<file path="src/rtl/idm_arb.sv">
// Single-port access controller for the shared instruction/data memory.
// Arbitrates loader, data and fetch requesters through an IDLE -> ACCESS -> RESP sequence.
module idm_arb #(
  parameter int ADDR_W     = 8,
  parameter int DATA_W     = 14,
  parameter int WD_W       = 8,
  parameter int MEM_DEPTH  = 64,
  parameter int STARVE_MAX = 3
) (
  input  logic              clk,
  input  logic              rst,
  input  logic              l_req,
  input  logic [ADDR_W-1:0] l_adr,
  input  logic [WD_W-1:0]   l_wd,
  input  logic              d_req,
  input  logic              d_we,
  input  logic [ADDR_W-1:0] d_adr,
  input  logic [WD_W-1:0]   d_wd,
  input  logic              f_req,
  input  logic [ADDR_W-1:0] f_adr,
  output logic              l_ack,
  output logic              d_ack,
  output logic              f_ack,
  output logic [DATA_W-1:0] rdata,
  output logic              err,
  output logic              busy,
  output logic [1:0]        grant_id,
  output logic [ADDR_W-1:0] mem_adr,
  output logic              mem_we,
  output logic [WD_W-1:0]   mem_wd,
  input  logic [DATA_W-1:0] mem_rdata
);

  typedef enum logic [1:0] {IDLE, ACCESS, RESP} state_t;
  typedef enum logic [1:0] {G_NONE = 2'd0, G_F = 2'd1, G_D = 2'd2, G_L = 2'd3} grant_t;

  localparam int                SW         = (STARVE_MAX < 1) ? 1 : $clog2(STARVE_MAX + 1);
  localparam logic [SW-1:0]     STARVE_LIM = SW'(STARVE_MAX);
  localparam logic [ADDR_W:0]   DEPTH_W    = (ADDR_W + 1)'(MEM_DEPTH);

  state_t            state, state_d;
  grant_t            grant, win;
  logic [SW-1:0]     starve_cnt;
  logic              lat_we, lat_oor;
  logic [ADDR_W-1:0] win_adr;
  logic [WD_W-1:0]   win_wd;
  logic              win_we, win_oor;

  // Winner selection and next state; only meaningful while IDLE.
  always_comb begin
    // NOTE: every variable gets a default first so no path leaves it unassigned (no latches).
    state_d = state;
    win     = G_NONE;
    win_adr = '0;
    win_wd  = '0;
    win_we  = 1'b0;
    if (l_req) begin
      win = G_L; win_adr = l_adr; win_wd = l_wd; win_we = 1'b1;
    end else if (f_req && starve_cnt == STARVE_LIM) begin
      win = G_F; win_adr = f_adr;
    end else if (d_req) begin
      win = G_D; win_adr = d_adr; win_wd = d_wd; win_we = d_we;
    end else if (f_req) begin
      win = G_F; win_adr = f_adr;
    end
    win_oor = ({1'b0, win_adr} >= DEPTH_W);
    case (state)
      IDLE:    if (win != G_NONE) state_d = ACCESS;
      ACCESS:  state_d = RESP;
      RESP:    state_d = IDLE;
      default: state_d = IDLE;
    endcase
  end

  // NOTE: sequential state uses non-blocking assignments so every register samples pre-edge values.
  always_ff @(posedge clk or posedge rst) begin
    if (rst) state <= IDLE;
    else     state <= state_d;
  end

  always_ff @(posedge clk or posedge rst) begin
    if (rst) begin
      grant      <= G_NONE;
      starve_cnt <= '0;
      lat_we     <= 1'b0;
      lat_oor    <= 1'b0;
      mem_adr    <= '0;
      mem_wd     <= '0;
      rdata      <= '0;
    end else begin
      case (state)
        IDLE: begin
          grant <= win;
          if (win != G_NONE) begin
            mem_adr <= win_adr;
            mem_wd  <= win_wd;
            lat_we  <= win_we;
            lat_oor <= win_oor;
          end
          // A pending fetch that loses this arbitration ages toward the boost.
          if (win == G_F)                            starve_cnt <= '0;
          else if (f_req && starve_cnt != STARVE_LIM) starve_cnt <= starve_cnt + 1'b1;
        end
        ACCESS: if (!lat_we) rdata <= lat_oor ? '0 : mem_rdata;
        RESP:   grant <= G_NONE;
        default: ;
      endcase
    end
  end

  // Decoded from state so an asynchronous reset removes the write enable immediately.
  assign busy     = (state != IDLE);
  assign mem_we   = (state == ACCESS) && lat_we && !lat_oor;
  assign l_ack    = (state == RESP) && (grant == G_L);
  assign d_ack    = (state == RESP) && (grant == G_D);
  assign f_ack    = (state == RESP) && (grant == G_F);
  assign err      = (state == RESP) && lat_oor;
  assign grant_id = grant;

endmodule
</file>
<file path="config.mk">
export PLATFORM = sky130hd
export DESIGN_NAME = idm_arb
export DESIGN_NICKNAME = d
export VERILOG_FILES = /design/src/rtl/idm_arb.sv
export SDC_FILE = /design/constraint.sdc
export NUM_CORES = 1
export LEC_CHECK = 0
export CORE_MARGIN = 2
export CORE_UTILIZATION = 42
export DETAILED_ROUTE_END_ITERATION = 10
export PLACE_DENSITY = 0.89
export REMOVE_ABC_BUFFERS = 1
export SETUP_SLACK_MARGIN = 0.02
export SLEW_MARGIN = 20
export SYNTH_ARGS = -nofsm -noshare
export SYNTH_HDL_FRONTEND = slang
export SYNTH_SLANG_ARGS = --single-unit
export TNS_END_PERCENT = 20
</file>
<file path="constraint.sdc">
create_clock -name clk -period 2.9 [get_ports clk]
set_input_delay 0.725 -clock clk [delete_from_list [all_inputs] [get_ports clk]]
set_output_delay 0.725 -clock clk [all_outputs]
set_load 0.01 [all_outputs]
</file>
==> impl_metrics.ini <==
[critical_path]
startpoint_type = flop
cpPeakStageDelay_ns = 0.55
worstPathRequired_ns = 2.17
r2r_cells = 6
end_kind = primary output
path_class = reg -> out
cp.arrival_ns = 1.69
crit_chain = nor2b_1 > and3b_1 > clkdlybuf4s50_1
crit_slowest_cell = clkdlybuf4s50_1
critPathMaxFanout = 7

[die]
fp.dieW_um = 69.4
die_h_um = 69.4
initial_core_util_pct = 44.3
ioPinCount = 98
row_count = 23
core_area_sq_um = 4060
die_area_sq_um = 4820

[cells_and_area]
synthToLayoutAreaGrowth_pct = 61.2
final_nets = 345
num-fill-cells = 340
diodes = 0
layout-drive-gt1-share_pct = 5.61

[route]
ant_nets = 0
vias = 1724
drt-total-wl_um = 4710
wl_per_cell_um = 14.1
route.detailed.drc = 0
first_iter_violations = 100
detail_route.first_pass.iterations = 4
routed_via_density = 5.15

[yosys]
netlist_instances = 187
synthArstFlopShare_pct = 100
avgSynthCellArea_sq_um = 9.61
yosysSeqAreaShare_pct = 52.9
synth_edf_count = 0
synth_top_area_share_pct = 52.9
synth.area.top_cells = dfrtp_1 53%, nand2_1 7.5%, o21ai_0 6.4%
synth_area_sq_um = 1800
ys_ff_latch = 38
ys_types = 31
synthFlopType = dfrtp_1
ys_warn_count = 0
synth_top_area_cell = dfrtp_1

[sta]
max-slew-margin-rel_pct = 47.4
timing.final.ws_setup_ns = 0.481
skew_ns = 0.00544
final.setup.tns_ns = 0
finalSetupViolCount = 0
worst_slew_pin_slew_ns = 0.788
finalHoldViolCount = 0
finalCritPeriodShare_pct = 83.4
finalCriticalPeriod_ns = 2.42
max_freq_mhz = 413
fin_hold_ws_ns = 0.479
drv_slew = 0
rsz0062_at_grt = false

[cts]
root_buffer = clkbuf_8
cts.repair.resized = 0
cts_sinks = 38
path_clk_slew_ns = 0.08
clock_latency_ns = 0.29
clockBufferDepth = 2
cts_buffers = 5
htree_levels = 2
cts_tree = done
postCtsSetupRepairBufs = 0
hold_buffers = 0

[place]
place_congestion = 0.824
io_buffers = 97
place_ws_ns = 0.449
dp_hpwl_um = 3590

[power]
p_clk_share_pct = 14.9
pwr-share-seq_pct = 37.2
combPwrFrac_pct = 47.8
p_leak_nw = 1.22
power_density_nw_per_um2 = 874
p_sw_w = 0.000890
p_int_w = 0.00164
switching_share_pct = 35.1
peakVddDrop_uv = 379

[grt]
grt_pass1_vias = 1720
grt_use_total_pct = 20.9
grt_pass1_wl_um = 8090
antenna_found_initial = 0
grt_max_degree = 39
globalRouteOverflowTotal = 0

[worst_hold_path]
hp-class = reg -> reg
whs_path_depth = 2

[status]
status = completed

[flow_run]
max-cap-violations = 0
[layout make-up]
cell class | count | area (sq um) | area share, %
Multi-Input combinational cell | 134 | 768 | 26.5
Clock buffer | 6 | 82.6 | 2.85
Clock inverter | 2 | 12.5 | 0.432
Timing Repair Buffer | 102 | 1010 | 34.8
Sequential cell | 38 | 951 | 32.8
Inverter | 3 | 11.3 | 0.389
Tap cell | 50 | 62.6 | 2.16
[power by group through the flow]
stage | Clock [W] | Sequential (W) | Combinational (W)
2_1_floorplan | 0 | 0.00102 | 0.000444
3_3_place_gp | 0 | 0.000944 | 0.00119
3_5_place_dp | 0 | 0.000954 | 0.00122
4_1_cts | 0.000386 | 0.000945 | 0.00123
5_1_grt | 0.000410 | 0.000984 | 0.00133
6_report | 0.000378 | 0.000943 | 0.00121
[flip-flops by register name, indices dropped and copies added, names as in the netlist]
name        cells
rdata          14
mem_adr         8
mem_wd          8
grant_id        2
starve_cnt      2
state           2
lat_oor         1
lat_we          1
[kinds of logic after synthesis]
logic type,share of synthesized area (%)
compound gates,19.9
fa+ha+maj,0.696
buf+inv,4.32
flops,52.9
mux,0.627
simple gates,21.5
[metal layers]
metal | GRT usage [%] | vias up | part of all wire [%]
met5 | 0 | - | 0
met3 | 5.38 | 9 | 7.8
li1 | - | 843 | -
met4 | 7.41 | 0 | 1.6
met2 | 35.0 | 71 | 50
met1 | 26.2 | 801 | 41
[placed cells by master (no fill, tap or decap), drive strengths merged, types with 2 or more instances in the layout]
cell,Yosys,routed
a21oi,2,2
a221o,2,2
a221oi,5,5
a22oi,9,9
and2,3,3
and3b,2,2
buf,6,5
clkbuf,6,6
clkdlybuf4s50,0,97
dfrtp,38,38
inv,3,3
nand2,36,36
nand2b,17,17
nand3,2,2
nor2,5,5
nor2b,10,10
o21ai,24,24
o31ai,7,7
[metrics by stage]
| stage | area, sq um | cells | utilization [%] | power [W] |
|---|---|---|---|---|
| 2_1_floorplan | 1730 | 175 | - | 0.00147 |
| 3_3_place_gp | 2800 | 327 | 69.0 | 0.00213 |
| 3_5_place_dp | 2800 | 327 | 69.0 | 0.00217 |
| 4_1_cts | 2900 | 335 | 71.4 | 0.00256 |
| 5_1_grt | 2900 | 335 | 71.4 | 0.00273 |
| 6_report | 2900 | 335 | 71.4 | 0.00253 |
[critical path: cells and delay by family, from the launching register on]
kind,cells,cell delay [ns]
buf+inv,1,0.55
flops,1,0.45
simple gates,2,0.41
[worst paths after layout]
| kind | from | to | slack [ns] |
|---|---|---|---|
| max in group asynchronous | rst | rdata[10]$_DFFE_PP0P_ | 1.70 |
| worst min register to register | rdata[7]$_DFFE_PP0P_ | rdata[7]$_DFFE_PP0P_ | 0.48 |
| worst max register to register | starve_cnt[0]$_DFFE_PP0P_ | mem_wd[4]$_DFFE_PP0P_ | 1.06 |
| worst max-delay path | state[0]$_DFFE_PP0P_ | mem_we | 0.48 |
| worst min-delay path | rdata[7]$_DFFE_PP0P_ | rdata[7]$_DFFE_PP0P_ | 0.48 |
| min in group asynchronous | rst | mem_wd[4]$_DFFE_PP0P_ | 0.86 |
[Yosys cell counts (2+ instances only)]
cell	number
inv_1	2
clkbuf_1	6
and3b_1	2
nand2b_1	17
o21ai_0	23
o31ai_1	7
dfrtp_1	38
a21oi_1	2
nor2b_1	10
nand2_1	36
a221o_1	2
buf_4	3
nand3_1	2
nor2_1	5
a22oi_1	9
and2_1	3
buf_2	2
a221oi_1	5
Power figures use the tool's default switching activity.
